`config.mk`:
```
export PLATFORM = sky130hd
export DESIGN_NAME = ofm_writeback
export DESIGN_NICKNAME = d
export VERILOG_FILES = /design/src/rtl/ofm_writeback.sv
export SDC_FILE = /design/constraint.sdc
export NUM_CORES = 1
export LEC_CHECK = 0
export ABC_AREA = 1
export CORE_UTILIZATION = 51
export CTS_CLUSTER_SIZE = 30
export DETAILED_ROUTE_END_ITERATION = 10
export PLACE_DENSITY = 0.7
export SYNTH_ARGS = -nofsm -noshare
export SYNTH_HDL_FRONTEND = slang
export SYNTH_SLANG_ARGS = --single-unit
export TNS_END_PERCENT = 20
```
`constraint.sdc`:
```
create_clock -name clk -period 9.4 [get_ports clk]
set_input_delay 1.41 -clock clk [delete_from_list [all_inputs] [get_ports clk]]
set_output_delay 1.41 -clock clk [all_outputs]
set_load 0.02 [all_outputs]
```
`src/rtl/ofm_writeback.sv`:
```
// Purpose: queue requantised output-feature-map pixels and write one filter result per cycle to ofm memory.
// Latency: a push into an empty queue while idle produces the first memory write two cycles later.
// Backpressure: mem_ready=0 stalls writes with outputs held; pushes while full are dropped and flagged in overflow.

module ofm_fifo #(
    parameter int W     = 8,
    parameter int DEPTH = 4
) (
    input  logic                       clk,
    input  logic                       rst,
    input  logic                       push_i,
    input  logic                       pop_i,
    input  logic [W-1:0]               wdat_i,
    output logic [W-1:0]               rdat_o,
    output logic [$clog2(DEPTH):0]     count_o,
    output logic                       full_o,
    output logic                       empty_o
);
    localparam int AW = $clog2(DEPTH);
    localparam int CW = AW + 1;

    logic [W-1:0]  mem_q [DEPTH];
    logic [AW-1:0] wr_ptr_q, rd_ptr_q;
    logic [CW-1:0] count_q, count_d;
    logic          push_ok, pop_ok;

    // A push is judged against the occupancy before any pop of the same cycle,
    // so a full queue never accepts a push even while it is being drained.
    assign full_o  = (count_q == CW'(DEPTH));
    assign empty_o = (count_q == '0);
    assign push_ok = push_i && !full_o;
    assign pop_ok  = pop_i && !empty_o;
    assign rdat_o  = mem_q[rd_ptr_q];
    assign count_o = count_q;

    // Occupancy update for every push/pop combination.
    always_comb begin
        count_d = count_q;
        case ({push_ok, pop_ok})
            2'b10:   count_d = count_q + 1'b1;
            2'b01:   count_d = count_q - 1'b1;
            default: count_d = count_q;
        endcase
    end

    // Pointers and occupancy; pointers wrap naturally since DEPTH is a power of two.
    always_ff @(posedge clk) begin
        if (rst) begin
            wr_ptr_q <= '0;
            rd_ptr_q <= '0;
            count_q  <= '0;
        end else begin
            if (push_ok) wr_ptr_q <= wr_ptr_q + 1'b1;
            if (pop_ok)  rd_ptr_q <= rd_ptr_q + 1'b1;
            count_q <= count_d;
        end
    end

    // Entry storage; contents are don't-care until written.
    always_ff @(posedge clk) begin
        if (push_ok) mem_q[wr_ptr_q] <= wdat_i;
    end
endmodule

module ofm_writeback #(
    parameter int N      = 4,
    parameter int ACC_W  = 20,
    parameter int OUT_W  = 8,
    parameter int SHIFT  = 4,
    parameter int DEPTH  = 4,
    parameter int STRIDE = 169
) (
    input  logic               clk,
    input  logic               rst,
    input  logic               wrofm,
    input  logic [7:0]         ofmaddr,
    input  logic [N*ACC_W-1:0] psum,
    input  logic               last,
    input  logic               mem_ready,
    output logic               memWe,
    output logic [9:0]         memAddr,
    output logic [OUT_W-1:0]   memData,
    output logic               full,
    output logic               overflow,
    output logic               ready
);
    localparam int FW = (N > 1) ? $clog2(N) : 1;
    localparam logic signed [ACC_W-1:0] SAT = ACC_W'(2**OUT_W - 1);

    typedef struct packed {
        logic               last;
        logic [7:0]         addr;
        logic [N*ACC_W-1:0] psum;
    } entry_t;

    typedef enum logic [1:0] {S_IDLE, S_WRITE, S_DONE} state_t;

    state_t         state_q, state_d;
    logic [FW-1:0]  f_q, f_d;
    entry_t         hold_q, hold_d;
    logic           overflow_q, overflow_d;

    entry_t                  push_dat, head_dat;
    logic                    push_req, pop, empty;
    logic [$clog2(DEPTH):0]  count;
    logic signed [ACC_W-1:0] cur_sum, shifted;
    logic [9:0]              offset;

    // Pushes arriving after the final pixel has been written are ignored outright.
    assign push_req = wrofm && (state_q != S_DONE);
    assign pop      = (state_q == S_IDLE) && !empty;
    assign push_dat = '{last: last, addr: ofmaddr, psum: psum};

    ofm_fifo #(.W($bits(entry_t)), .DEPTH(DEPTH)) u_fifo (
        .clk     (clk),
        .rst     (rst),
        .push_i  (push_req),
        .pop_i   (pop),
        .wdat_i  (push_dat),
        .rdat_o  (head_dat),
        .count_o (count),
        .full_o  (full),
        .empty_o (empty)
    );

    // Sticky drop flag: set whenever a live push meets a full queue.
    assign overflow_d = overflow_q | (push_req & full);
    assign overflow   = overflow_q;

    // Next-state logic: load a pixel in IDLE, step through its filters in WRITE.
    always_comb begin
        state_d = state_q;
        f_d     = f_q;
        hold_d  = hold_q;
        case (state_q)
            S_IDLE: begin
                if (!empty) begin
                    hold_d  = head_dat;
                    f_d     = '0;
                    state_d = S_WRITE;
                end
            end
            S_WRITE: begin
                if (mem_ready) begin
                    if (f_q == FW'(N - 1)) begin
                        f_d     = '0;
                        state_d = hold_q.last ? S_DONE : S_IDLE;
                    end else begin
                        f_d = f_q + 1'b1;
                    end
                end
            end
            S_DONE:  state_d = S_DONE;
            default: state_d = S_IDLE;
        endcase
    end

    // State, filter index, holding register and overflow flag.
    always_ff @(posedge clk) begin
        if (rst) begin
            state_q    <= S_IDLE;
            f_q        <= '0;
            hold_q     <= '0;
            overflow_q <= 1'b0;
        end else begin
            state_q    <= state_d;
            f_q        <= f_d;
            hold_q     <= hold_d;
            overflow_q <= overflow_d;
        end
    end

    // Write outputs: address steps by one filter plane per index, data is the
    // clamped, shifted partial sum; everything reads zero when not writing.
    always_comb begin
        cur_sum = hold_q.psum[f_q*ACC_W +: ACC_W];
        shifted = cur_sum >>> SHIFT;
        offset  = 10'(f_q * STRIDE);
        memWe   = 1'b0;
        memAddr = '0;
        memData = '0;
        ready   = (state_q == S_DONE);
        if (state_q == S_WRITE) begin
            memWe   = 1'b1;
            memAddr = {2'b00, hold_q.addr} + offset;
            if (cur_sum <= 0)
                memData = '0;
            else if (shifted > SAT)
                memData = {OUT_W{1'b1}};
            else
                memData = shifted[OUT_W-1:0];
        end
    end
endmodule

```
== After elaboration in Yosys (flattened, before gate mapping) ==
Memory sizes are Yosys's and may differ from the RTL's. A register that Yosys moved wholly into a read port is not among the register bits.
Index checks and enable logic that the tools add are counted.

* Bits in latches: 0
* Memory bits (read-only): 0
* Logic and storage cells: 61
* RAM bits: 356
* Register bits: 12
* Memories kept: 1

* Add/sub/neg operators: 6
* Multiplexer cells: 17
* Shifts and indexed selects: 1
* Divide/modulo/power cells: 0
* $lt $le $gt $ge: 2
* Bitwise logic cells: 3
* Equality and inequality tests: 10
* Multipliers: 2
* Reductions and logical operators: 13

{| class="wikitable"
|+ Memories
! memory !! depth !! width !! read ports !! clocked after memory_dff !! wr ports !! line !! text
|-
| u_fifo.mem_q || 4 || 89 || 1 || 1 || 1 || 22 || <nowiki>logic [W-1:0] mem_q [DEPTH];</nowiki>
|}

{| class="wikitable"
|+ Operators by type and width
! operator !! count
|-
| $shiftx A80 B8 Y20 || 1
|-
| $mux W8 || 3
|-
| $le A20 B1 Y1 const B || 1
|-
| $gt A16 B9 Y1 const B || 1
|-
| $mux W2 || 7
|-
| $add A8 B10 Y10 || 1
|-
| $mul A2 B8 Y10 const B || 1
|-
| $mux W10 || 1
|-
| $ne A2 B2 Y1 const B || 4
|-
| $add A2 B1 Y2 const B || 3
|-
| $eq A2 B2 Y1 const B || 3
|-
| $pmux W2 S3 || 1
|-
| $pmux W3 S2 || 1
|-
| $reduce_and A3 Y1 || 2
|-
| $mul A2 B3 Y5 const B || 1
|-
| $eq A2 B1 Y1 const B || 2
|-
| $logic_and A1 B1 Y1 || 4
|-
| $pmux W2 S2 || 1
|-
| $reduce_bool A2 Y1 || 2
|-
| $add A3 B1 Y3 const B || 1
|-
| $eq A3 B3 Y1 const B || 1
|-
| $logic_not A3 Y1 || 1
|-
| $mux W1 || 3
|-
| $sub A3 B1 Y3 const B || 1
|-
| 6 further kinds || 7
|}

== Depth between registers and ports, before layout ==
Gate-level depths: netlist of the first run.

* Depth after elaboration: 6
* Mapped depth: 13
* Depth with buffers taken out: 13

== Cells and area by module ==
From an unflattened synthesis of the first run, not the netlist that was laid out.

* Cells, all modules: 1,581
* Area, all modules: 18,079.8 µm²

{| class="wikitable"
|+ Modules (own cells, without submodules)
! module !! instances !! area an instance (µm²) !! cells each
|-
| ofm_fifo || 1 || 13,659.4 || 931
|-
| ofm_writeback || 1 || 4,420.5 || 650
|}

== Least setup slack after synthesis of the first run ==
OpenSTA, ideal clock, no wires.

* Kind: input-to-reg
* Start point: input port wrofm
* End point: memory u_fifo.mem_q[0][0] in the netlist's numbering (enable)
* Library setup time: 0.537 ns
* Arrival: 5.421 ns
* Required time: 8.863 ns
* Path slack: 3.442 ns
* Stages: 4
* Path buffers: 0
* Path through: nand2_1 -> nor2_1 -> inv_1 -> nor2_1

* Longest elaborated chain between the ends: 4

{| class="wikitable"
|+ Ends and longest elaborated chain
! element !! line !! text
|-
| start, declared || 75 || <nowiki>input logic wrofm,</nowiki>
|-
| $logic_and A1 B1 Y1 || 110 || <nowiki>assign push_req = wrofm && (state_q != S_DONE);</nowiki>
|-
| $logic_and A1 B1 Y1 || 31 || <nowiki>assign push_ok = push_i && !full_o;</nowiki>
|-
| $mux W1 || 61 || <nowiki>if (push_ok) mem_q[wr_ptr_q] <= wdat_i;</nowiki>
|-
| $mux W1 (not written as such) || 61 ||
|-
| end, declared || 22 ||
|}

No other way between the ends.

== Final worst setup path of the first run ==
* Start point: register f_q[0]
* End point: output port memData[0]

* Longest elaborated chain between the ends: 6

{| class="wikitable"
|+ Ends and longest elaborated chain
! element !! line !! text
|-
| start, declared || 99 || <nowiki>logic [FW-1:0] f_q, f_d;</nowiki>
|-
| start signal, assigned || 162 || <nowiki>f_q <= '0;</nowiki>
|-
| start signal, assigned || 167 || <nowiki>f_q <= f_d;</nowiki>
|-
| $mul A2 B3 Y5 (*) || 176 || <nowiki>cur_sum = hold_q.psum[f_q*ACC_W +: ACC_W];</nowiki>
|-
| $shiftx A80 B8 Y20 (*) || 176 ||
|-
| $gt A16 B9 Y1 || 188 || <nowiki>else if (shifted > SAT)</nowiki>
|-
| $mux W8 || 188 ||
|-
| $mux W8 (*) || 186 || <nowiki>if (cur_sum <= 0)</nowiki>
|-
| $mux W8 (*) || 183 || <nowiki>if (state_q == S_WRITE) begin</nowiki>
|-
| end, declared || 82 || <nowiki>output logic [OUT_W-1:0] memData,</nowiki>
|}

Every way passes the cells marked *; elsewhere a longest branch is shown, timed or not.

==> impl_results.md, run 1 <==
* Vias in the first global route at 11.4k
* Total number of vias at 11.8k
* Crit path capture type: primary output
* DR pass1 iterations at 5
* Core area at 34500 sq um
* Antenna violations before repair at 0
* Post-route DRC at 0
* Hold buffer count at cts at 0
* TritonCTS clock tree: built
* Area Growth Syn to Fin at 16.0%
* Layout cells sized above 1 at 6.15%
* Total gr overflow at 0
* Maximum vdd drop at 0.000267 V
* Synthesized instance count at 1557
* Worst hold path type: register to register
* Sequential area share after synthesis at 70.8%
* H-tree levels at 2
* Hold Crit Depth at 2
* Most frequent cells after synthesis: nor2_1 (380), edfxtp_1 (356), o21ai_0 (258)
* Largest net degree at the start of global routing at 122
* Final setup viols at 0
* Status: finished clean
* R2r setup slk at 6.20 ns
* Post-route setup TNS at 0 ns
* Sequential share of power at 43.0%
* First-pass GRT wire length at 62300 um
* Register bit total from synthesis at 457
* Power density over the cells at 308 nW/um^2
* Average size of a mapped cell at 11.5 sq um
* Syn Nets at 1672
* Nets at 1752
* FF-to-FF Start: state_q[0]$_SDFFE_PP0P_
* Required time of the critical path at 7.99 ns
* Kind of critical path: register to primary output
* Clock share of power at 27.5%
* Top_reg_cell synth: edfxtp_1
* Synth Cell Area at 17900 sq um
* Clk_skew at 0.0182 ns
* Most numerous cell in the Yosys netlist: nor2_1
* Synth cell types at 31
* Synth area leaders: edfxtp_1 (60%), dfxtp_1 (11%), nor2_1 (7.9%), o21ai_0 (7.2%), a31oi_1 (2.3%)
* Vias per cell at 5.56
* FMAX at 199 MHz
* Gpl congestion at 0.849
* Leak Pwr at 0.00729 uW
* Post-synth EDFFs at 356
* Post-DP HPWL at 22600 um
* CTS Sinks at 457
* Worst r2r path cells at 7
* Crit-path max FO at 30
* Total Wirelength at 40100 um
* # diodes at 0
* Clk root buf: clkbuf_16
* Maxcap violations at 0
* Critical path data arrival time at 3.61 ns
* Worst Max-Slew Pin Slew at 1.10 ns
* Slew Viols, Final at 0
* Die Span X at 190 um
* Worst-path clk slew at 0.06 ns
* Top-area cell type share of the netlist area at 59.6%
* Core Rows at 68
* Setup repair after global routing missed its margin: false
* Asr flop ratio synth at 0%
* Switching pwr at 2250 uW
* Post-CTS repair timing setup buffer count at 0
* CP startpoint: f_q[0]$_SDFFE_PP0P_
* 1st-iter DRT viols at 974
* Final hold vios at 0
* P_int at 4160 uW
* Hold_ws at 0.458 ns
* Rel. slew slack at 26.5%
* Total CTS buffers at 46
* Ports at 115
* Warnings, synthesis at 0
* CP endpoint: memData[0]
* Combinational power share at 29.6%
* Starting density of the core at 52.0%
* IO Port Bufs at 114
* Reg-to-Reg End: u_fifo.mem_q[2][51]$_DFFE_PP_
* Shortest period the worst path allows at 5.02 ns
* Cell taking the most area after synthesis: edfxtp_1
* CTS max path bufs at 3
* WL/cell at 18.8 um
* Die span in y at 190 um
* Die area at 35900 sq um
* Switching share of power at 35.0%
* Resize count post-CTS at 0
* Startpoint types: register
* Post-DRT Antenna Nets at 0
* Worst skew pair latency at 0.55 ns
* Final period util at 53.5%
* All-layer global routing usage at 22.4%
==> logic make-up after synthesis <==
group | Yosys count | share of synthesized area [%]
AO/OA/AOI/OAI | 400 | 12.5
adder cells (fa/ha/maj) | 22 | 1.62
XOR/XNOR | 1 | 0.0488
buffers and inverters | 161 | 3.98
flip-flops | 457 | 70.8
AND/OR/NAND/NOR | 516 | 11.1
==> per-stage QoR <==
step	util [%]	power [uW]	worst slack, ns	std cells	instance area (sq um)
global route	60.2	6780	4.22	2130	20800
floorplan	-	4130	3.44	1557	17900
CTS	60.2	6440	4.38	2130	20800
detailed placement	56.0	4680	4.87	2044	19300
global placement	56.0	4640	4.93	2044	19300
finish	60.2	6410	4.38	2130	20800
==> worst min-delay path by stage <==
stage	startpoint	endpoint	slack, ns
2_1_floorplan	hold_q[32]$_SDFFE_PP0P_	hold_q[32]$_SDFFE_PP0P_	0.44
3_3_place_gp	hold_q[33]$_SDFFE_PP0P_	hold_q[33]$_SDFFE_PP0P_	0.45
3_5_place_dp	hold_q[53]$_SDFFE_PP0P_	hold_q[53]$_SDFFE_PP0P_	0.45
4_1_cts	hold_q[73]$_SDFFE_PP0P_	hold_q[73]$_SDFFE_PP0P_	0.46
5_1_grt	hold_q[73]$_SDFFE_PP0P_	hold_q[73]$_SDFFE_PP0P_	0.49
6_report	hold_q[73]$_SDFFE_PP0P_	hold_q[73]$_SDFFE_PP0P_	0.46
==> cell type report <==
type                       count  area [sq um]
fill                        2787         13700
timing repair buffer         128          1250
clock buffer                  62          1280
multi-input combinational    939          4550
clock inverter                24           193
tap                          455           569
inverter                      65           250
sequential                   457         12700
==> cell usage in the layout (no fill, tap or decap), types with 22 or more instances in the layout <==
cell type        netlist  routed
dfxtp_1              101      99
inv_1                 62      61
nand3_1               24      24
nor2_1               380     376
o21ai_0              258     258
clkdlybuf4s50_1        0     114
a31oi_1               67      67
o22ai_1               23      23
edfxtp_1             356     356
clkbuf_16              0      47
a21oi_1               22      22
nand2_1              105     104
==> registers in the layout, indices dropped and copies added (netlist names) <==
signal	count
hold_q	89
overflow	1
u_fifo.count_o	3
state_q	2
u_fifo.mem_q	356
u_fifo.wr_ptr_q	2
u_fifo.rd_ptr_q	2
f_q	2
==> worst max-delay path, stage by stage, from the launching register on <==
cell	delay (ns)
dfxtp_1	0.48
buf_4	0.39
inv_1	0.42
nand2_1	0.20
and2_1	0.13
o21ai_0	0.06
inv_1	0.10
nand2_1	0.06
o21bai_4	0.26
nor2_1	0.28
clkdlybuf4s50_1	0.68
==> power by group through the flow <==
stage | clock, uW | combinational (uW) | sequential, uW
4_1_cts | 1780 | 1910 | 2750
6_report | 1760 | 1890 | 2760
3_3_place_gp | 0 | 1850 | 2780
2_1_floorplan | 0 | 1420 | 2700
5_1_grt | 1860 | 2130 | 2790
3_5_place_dp | 0 | 1890 | 2790
==> routing by layer <==
| layer | vias up | track usage, % | routed length [um] |
|---|---|---|---|
| met4 | 0 | 7.07 | 875 |
| met5 | - | 0 | 0 |
| met2 | 347 | 37.4 | 19600 |
| li1 | 5664 | - | - |
| met3 | 60 | 3.25 | 2160 |
| met1 | 5762 | 30.2 | 17500 |
No activity file was read; power rests on OpenSTA's default activity.
==> inputs of run 2 (changes only) <==
Clock period 9.4 ns to 5.1 ns, I/O delays scaled along.
==> impl_results.md, run 2 (synthesized netlist as in run 1, its figures left out) <==
* Post-DRT Antenna Nets at 0 (unchanged)
* Maxcap violations at 0 (unchanged)
* H-tree levels at 2 (unchanged)
* Filler instances at 2776 (-0.39%)
* Most frequent cells in the layout: nor2_1 (376), edfxtp_1 (356), o21ai_0 (258), clkdlybuf4s50_1 (114), nand2_1 (104)
* DR pass1 iterations at 5 (unchanged)
* Antenna violations before repair at 1 (+1)
* Core Util, Final at 60.8% (+0.56 points)
* Startpoint types: register
* WL/cell at 18.9 um (about the same)
* Final setup viols at 0 (unchanged)
* Total CTS buffers at 46 (unchanged)
* Post-DP Area at 19400 sq um (+0.53%)
* Clk root buf: clkbuf_16
* 1st-iter DRT viols at 1052 (+8.0%)
* First-pass GRT wire length at 62100 um (-0.29%)
* Max reg flops at 356 (unchanged)
* Setup repair after global routing missed its margin: false
* # diodes at 0 (unchanged)
* Total gr overflow at 0 (unchanged)
* Nets at 1759 (+0.40%)
* Total Wirelength at 40300 um (+0.32%)
* Ports at 115 (unchanged)
* Power density over the cells at 575 nW/um^2 (+87%)
* Worst skew pair latency at 0.54 ns (about the same)
* Die area at 35900 sq um (unchanged)
* Post-CTS repair timing setup buffer count at 0 (unchanged)
* Critical path data arrival time at 3.51 ns (-0.10 ns)
* Core Rows at 68 (unchanged)
* Rel. slew slack at 46.9% (+20 points)
* Layout cells sized above 1 at 6.96% (+0.82 points)
* Resize count post-CTS at 0 (unchanged)
* Starting density of the core at 52.0% (unchanged)
* CTS Sinks at 457 (unchanged)
* CTS max path bufs at 3 (unchanged)
* FMAX at 234 MHz
* Vias per cell at 5.55 (-0.14%)
* Core area at 34500 sq um (unchanged)
* Final hold vios at 0 (unchanged)
* Largest net degree at the start of global routing at 128 (+4.9%)
* Shortest period the worst path allows at 4.27 ns
* Clk_skew at 0.0128 ns (-0.00537 ns)
* Maximum vdd drop at 0.000412 V (+54%)
* TritonCTS clock tree: built
* Post-DP HPWL at 22800 um (+0.94%)
* Area Growth Syn to Fin at 17.0%
* Worst hold path type: register to register
* Worst-path clk slew at 0.06 ns (about the same)
* Die span in y at 190 um (unchanged)
* Reg with most FFs: u_fifo.mem_q
* Crit-path max FO at 17 (-43%)
* Status: finished clean
* Most common cell after layout, fill and taps aside: nor2_1
* Leak Pwr at 0.00738 uW (+1.2%)
* Slew Viols, Final at 0 (unchanged)
* Kind of critical path: register to primary output
* All-layer global routing usage at 22.4% (+0.053 points)
* Worst Max-Slew Pin Slew at 0.796 ns (-0.307 ns)
* Gpl congestion at 0.863 (+1.7%)
* Hold buffer count at cts at 0 (unchanged)
* Required time of the critical path at 4.34 ns (-3.65 ns)
* Vias in the first global route at 11.4k (-0.29%)
* Crit path capture type: primary output
* Post-route DRC at 0 (unchanged)
* Final Instance Area at 21000 sq um (+0.93%)
* Final period util at 83.8%
* Power, Total at 12100 uW (+89%)
* Total number of vias at 11.8k (+0.093%)
* IO Port Bufs at 114 (unchanged)
* Die Span X at 190 um (unchanged)
run 2: layout make-up:
cell class	count	area, sq um	share of cell area, %
clock inverters	28	327	1.55
well taps	455	569	2.71
clock buffers	56	1240	5.90
inverters	65	250	1.19
flip-flops and latches	457	12700	60.5
multi-input cells	939	4550	21.7
repair buffers	135	1350	6.42
run 2: routing by layer:
| layer | part of all wire [%] | global-route usage, % | routed length [um] | vias up |
|---|---|---|---|---|
| met5 | 0.022 | 0 | 9 | - |
| met4 | 2.3 | 6.61 | 934 | 2 |
| met3 | 6.1 | 3.41 | 2460 | 63 |
| met2 | 49 | 38.8 | 19700 | 349 |
| met1 | 43 | 29.2 | 17100 | 5752 |
| li1 | - | - | - | 5678 |
run 2: path summary, 6_finish.rpt:
path	startpoint	to	slack [ns]	cells after the start
worst max register to register	state_q[0]$_SDFFE_PP0P_	u_fifo.mem_q[1][69]$_DFFE_PP_	2.60	7
worst min register to register	hold_q[54]$_SDFFE_PP0P_	hold_q[54]$_SDFFE_PP0P_	0.46	2
worst min-delay path	hold_q[54]$_SDFFE_PP0P_	hold_q[54]$_SDFFE_PP0P_	0.46	2
worst max-delay path	f_q[1]$_SDFFE_PP0P_	memAddr[7]	0.83	11
run 2: power breakdown:
group	internal, uW	leakage (uW)	switching, uW
combinational	1120	0.00251	2450
sequential	4710	0.00410	355
clock	2090	0.000771	1360
total	7920	0.00738	4160
run 2: stage by stage:
step	setup TNS (ns)	setup slack, ns	cells	hold WS, ns
after floorplan	-75.83	-0.213	1557	0.435
after global placement	0	1.50	2051	0.449
after detailed placement	0	1.43	2051	0.450
after global routing	0	0.555	2135	0.489
final	0	0.828	2135	0.460
after CTS	0	0.847	2135	0.459
run 2: worst max-delay path, stage by stage, from the launching register on:
cell             delay (ns)
dfxtp_1                0.80
ha_1                   0.35
ha_1                   0.21
inv_1                  0.07
fa_1                   0.20
nor2_1                 0.06
a21oi_1                0.17
nor2_1                 0.07
o21ai_0                0.22
a21oi_1                0.10
nor2_1                 0.11
clkdlybuf4s50_1        0.60
==> RTL change 1, RTL diff (config.mk and constraints of run 2) <==
The parameter `OUT_W` goes from 8 to 9.
--- a/src/rtl/ofm_writeback.sv
+++ b/src/rtl/ofm_writeback.sv
@@ -65,7 +65,7 @@
 module ofm_writeback #(
     parameter int N      = 4,
     parameter int ACC_W  = 20,
-    parameter int OUT_W  = 8,
+    parameter int OUT_W  = 9,
     parameter int SHIFT  = 4,
     parameter int DEPTH  = 4,
     parameter int STRIDE = 169
Ports: changed (resized memData); port bits go from 115 to 116. No check against the original RTL was run, so the function may have changed too.
==> RTL change 1 against run 2 <==
  * Sequential share of layout area shrank 0.20 points
  * Power is 2.8% higher
  * Sequential cell count is the same
  * Synthesized cell count grew 0.19%
  * Synthesized area up 0.63%
  * Setup slack better by 390 ps
  * Routed wire length up 1.4%
  * Design area rose by 0.33%
  * Critical endpoint unchanged
  * Largest cell class unchanged
==> RTL change 1: results (changes against run 2) <==
[outcome]
status = finished, final reports clean

[sta]
skew_ps = 18.76  ; +5.950 ps
relSlewSlack_pct = 36.07  ; -11 points

[clock_network]
clock_latency_ps = 550
clock_path_buffers = 3  ; unchanged
cts_made_buffers = 46  ; unchanged
cts_setup_buffers = 0  ; unchanged
clkSlewWorstSetupHoldPaths_ps = 60  ; about the same
clockRootBuffer = clkbuf_16

[global_route]
grt_use_met2_pct = 39.02  ; +0.24 points
first_global_vias = 11600  ; +1.9%
gr-usage-met3_pct = 3.118  ; -0.30 points
antenna_found_initial = 0  ; -1
grt_use_met1_pct = 30.34  ; +1.1 points
grt_max_degree = 90  ; -30%
grt_first_pass_wirelength_mm = 64.34  ; +3.6%
grt_use_total_pct = 23.02  ; +0.60 points

[logic_synthesis]
synth_common_cells = 456 x nor2_1, 356 x edfxtp_1, 187 x o21ai_0, 101 x dfxtp_1, 83 x nand2_1
ys_async_sr_fraction_pct = 0  ; unchanged
avgSynthCellArea_sq_um = 11.58  ; +0.43%
synth-compound-area-share_pct = 11.22  ; -1.2 points
syn_nets = 1675  ; +0.18%
yosys.area_share.adder_pct = 1.607  ; -0.010 points
yosys.cell_types.count = 38  ; +23%
yosys-top-cells-area = edfxtp_1 59%, dfxtp_1 11%, nor2_1 9.5%
ys_seq_area_share_pct = 70.39  ; -0.44 points
muxShareOfSynthArea_pct = 0  ; unchanged
synth_xor_xnor_area_share_pct = 0.04850  ; -0.00030 points

[place]
hpwl_mm = 23.61  ; +3.5%
portBuffers = 115  ; +0.88%
dpl-instance-area_sq_um = 19560  ; +0.64%
gp_congestion = 0.8666  ; +0.43%

[drt]
route.met2.wl_mm = 20.07  ; +1.7%
via_per_inst = 5.529  ; -0.33%
top_layer_used = met4
wl_met1_mm = 17.41  ; +1.7%
dr.pass1.iters = 5  ; unchanged
wl_met3_mm = 2.127  ; -13%
post_drt_wl_per_cell_um = 19.08  ; +1.2%
drt-initial-drc-count = 818  ; -22%

[worst_hold_path]
hold_depth = 2  ; unchanged
worstHoldPathType = reg -> reg

[critical_path]
cp_slowest_cell = clkdlybuf4s50_1
crit_arrival_ps = 3110  ; -400 ps
crit_family = adder cells
crit_path_max_incr_delay_ps = 600  ; -200 ps
path_max_fanout = 5  ; -12

[power]
ir_drop_v = 0.0003344  ; -19%
leakage_nw = 7.347  ; -0.51%

[final_layout]
nets = 1762  ; +0.17%
n_fill_cell = 2749  ; -0.97%
finalNonFillerCells = 2140  ; +0.23%
layout-drive-gt1-share_pct = 6.884  ; -0.080 points
regMostFlops = u_fifo.mem_q

## RTL change 1: cell types whose count changed after synthesis, moves of 7 or more
cell      change
o21ai_0      -71
nand3_1      +16
nor2_1       +76
buf_1         -7
clkbuf_1     +11
a311oi_1     +66
nand2_1      -22
a31oi_1      -66
## RTL change 1: cells by family (layout without fill, tap and decap cells)
kind of cell	Yosys count	in the layout
AOI/OAI and AO/OA	328	328
xor gates and xnor gates	1	1
adders and majority gates	22	22
buffers and inverters	163	288
DFF	457	457
and+or+nand+nor	589	589
## RTL change 1: stage by stage
stage | util, % | hold slack, ps | worst slack, ps
3_3_place_gp | 56.35 | 449.6 | 1852
6_report | 60.71 | 461.8 | 1223
4_1_cts | 60.71 | 462.8 | 1212
3_5_place_dp | 56.35 | 451.1 | 1820
5_1_grt | 60.71 | 487.5 | 1012
2_1_floorplan | - | 435.1 | -286.9
## RTL change 1: where the power goes
| group | total [mW] | switching, mW | internal [mW] |
|---|---|---|---|
| registers | 5.13 | 0.371 | 4.76 |
| clock network | 3.30 | 1.36 | 1.94 |
| logic | 3.99 | 2.72 | 1.28 |
## RTL change 1: path summary, 6_finish.rpt
| kind | from | end | slack (ps) |
|---|---|---|---|
| setup reg to reg | state_q[0] | u_fifo.mem_q[0][7] | 2500 |
| setup / recovery | f_q[1] | memAddr[7] | 1220 |
| hold reg to reg | hold_q[3] | hold_q[3] | 460 |
| hold / removal | hold_q[3] | hold_q[3] | 460 |
## RTL change 1: layout make-up
| class | instances | area share [%] |
|---|---|---|
| sequential | 457 | 60.35 |
| multi-input combinational | 940 | 22.09 |
| clock buffer | 71 | 6.638 |
| timing repair buffer | 135 | 6.460 |
| tap | 455 | 2.701 |
| inverter | 67 | 1.229 |
| clock inverter | 15 | 0.5343 |
==> RTL change 2, RTL diff (settings of run 2) <==
Made on the original files. Reset style: asynchronous (`rst`), changed in 2 clocked blocks.
--- a/src/rtl/ofm_writeback.sv
+++ b/src/rtl/ofm_writeback.sv
@@ -44,7 +44,7 @@
     end
 
     // Pointers and occupancy; pointers wrap naturally since DEPTH is a power of two.
-    always_ff @(posedge clk) begin
+    always_ff @(posedge clk or posedge rst) begin
         if (rst) begin
             wr_ptr_q <= '0;
             rd_ptr_q <= '0;
@@ -156,7 +156,7 @@
     end
 
     // State, filter index, holding register and overflow flag.
-    always_ff @(posedge clk) begin
+    always_ff @(posedge clk or posedge rst) begin
         if (rst) begin
             state_q    <= S_IDLE;
             f_q        <= '0;
Formal check against the unedited RTL: differs if rst is asserted again (counterexample within 4 cycles, from zero or initial values and one cycle with rst high); with rst held inactive, the same outputs for 4 cycles.
==> RTL change 2 against run 2 <==
  * Design area is 0.76% higher
  * Hold slack improved by 12 ps
  * Sequential cell count unchanged
  * Count of clock-buffer cells in the layout grew 8
  * Die area rose by 0.86%
  * Largest power group unchanged
  * Setup slack better by 19 ps
  * Critical endpoint unchanged
  * Register-to-register slack worse by 240 ps
  * Routed wire length is 2.3% lower
  * Power rose by 11%
  * Cell count down 0.84%
  * Synthesized area rose by 0.86%
==> RTL change 2: results (changes against run 2) <==
[power]
switchingPower_mw = 4.883  ; +17%
ir_drop_v = 0.0003940  ; -4.4%
powerComb_mw = 4.64  ; +30%
internal_power_mw = 8.553  ; +7.9%
leakage_nw = 7.696  ; +4.2%

[global_route]
grt_use_total_pct = 22.31  ; -0.097 points
grt_first_pass_wirelength_mm = 62.02  ; -0.15%
grt_max_degree = 109  ; -15%

[drt]
wirelength_mm = 39.34  ; -2.3%
num_vias = 11460  ; -3.2%
drt-initial-drc-count = 894  ; -15%

[final_layout]
multi_input_gates = 915  ; -2.6%
clockBufferCount = 64  ; +14%
multiInputGateArea_sq_um = 4292  ; -5.7%
buffers = 132  ; -2.2%
layout-drive-gt1-share_pct = 5.900  ; -1.1 points
area_delta_synth_final_pct = 16.91
seq_cells = 457  ; unchanged
diodes = 1  ; +1
clk_share_pct = 7.042  ; -0.42 points
seq_share_pct = 62.48  ; +1.9 points
n_fill_cell = 2675  ; -3.6%
inverters_excl_clock = 74  ; +14%
nets = 1740  ; -1.1%
finalNonFillerCells = 2117  ; -0.84%

[critical_path]
crit_path_max_incr_delay_ps = 630  ; -170 ps
path_max_fanout = 16  ; -1
crit_family = adder cells
cp_slowest_cell = clkdlybuf4s50_1
crit_arrival_ps = 3490  ; -20 ps

[logic_synthesis]
ys_seq_area_share_pct = 73.02  ; +2.2 points
ys_async_sr_fraction_pct = 22.10  ; +22 points
synth_xor_xnor_area_share_pct = 0.2419  ; +0.19 points
avgSynthCellArea_sq_um = 11.83  ; +2.6%
syn_nets = 1645  ; -1.6%
yosys-top-cells-area = edfxtp_1 59%, dfrtp_1 14%, nor2_1 8.3%
synth-compound-area-share_pct = 9.919  ; -2.5 points
synth_common_cells = 398 x nor2_1, 356 x edfxtp_1, 221 x o21ai_0, 130 x nand2_1, 101 x dfrtp_1
yosys.cell_types.count = 28  ; -9.7%
yosys.area_share.adder_pct = 1.604  ; -0.014 points

[place]
dp.cells = 2033  ; -0.88%
gp_congestion = 0.8299  ; -3.8%
dpl-instance-area_sq_um = 19670  ; +1.2%
hpwl_mm = 22.78  ; -0.18%
preCtsSetupSlack_ps = 1397  ; -29.94 ps

[sta]
worst_pin_slew_ps = 1095  ; +299.2 ps
skew_ps = 19.30  ; +6.484 ps

[outcome]
status = finished, final reports clean

[clock_network]
cts_made_buffers = 45  ; -2.2%
clock_latency_ps = 540  ; about the same

[floorplan]
dieArea_sq_um = 36250  ; +0.86%

[RTL change 2: changes by cell type in the layout (fill, tap and decap cells not counted), sizes merged, moves of 5 or more]
cell,change
o22ai,+9
a21oi,-9
nand2,+25
clkbuf,+8
a31oi,-10
nor2,+18
o21ai,-37
dfrtp,+101
inv,+10
dfxtp,-101
a211oi,-23
clkinv,-5
[RTL change 2: path summary, 6_finish.rpt]
path                               startpoint    endpoint  slack, ps  cells past startpoint
max                                    f_q[1]  memAddr[7]        850                     12
min                                  overflow    overflow        470                      1
max reg2reg                u_fifo.rd_ptr_q[1]  hold_q[58]       2360                      6
min reg2reg                          overflow    overflow        470                      1
max in group asynchronous                 rst  hold_q[39]       3520                      3
min in group asynchronous                 rst   hold_q[6]        660                      2
[RTL change 2: routing by layer]
metal  global-route usage (%)  share of wire, %  vias up
met3                    3.257               5.9       75
met1                    31.09                44     5490
met4                    6.954               2.3        2
li1                         -                 -     5519
met5                        0             0.033        -
met2                    36.38                48      375
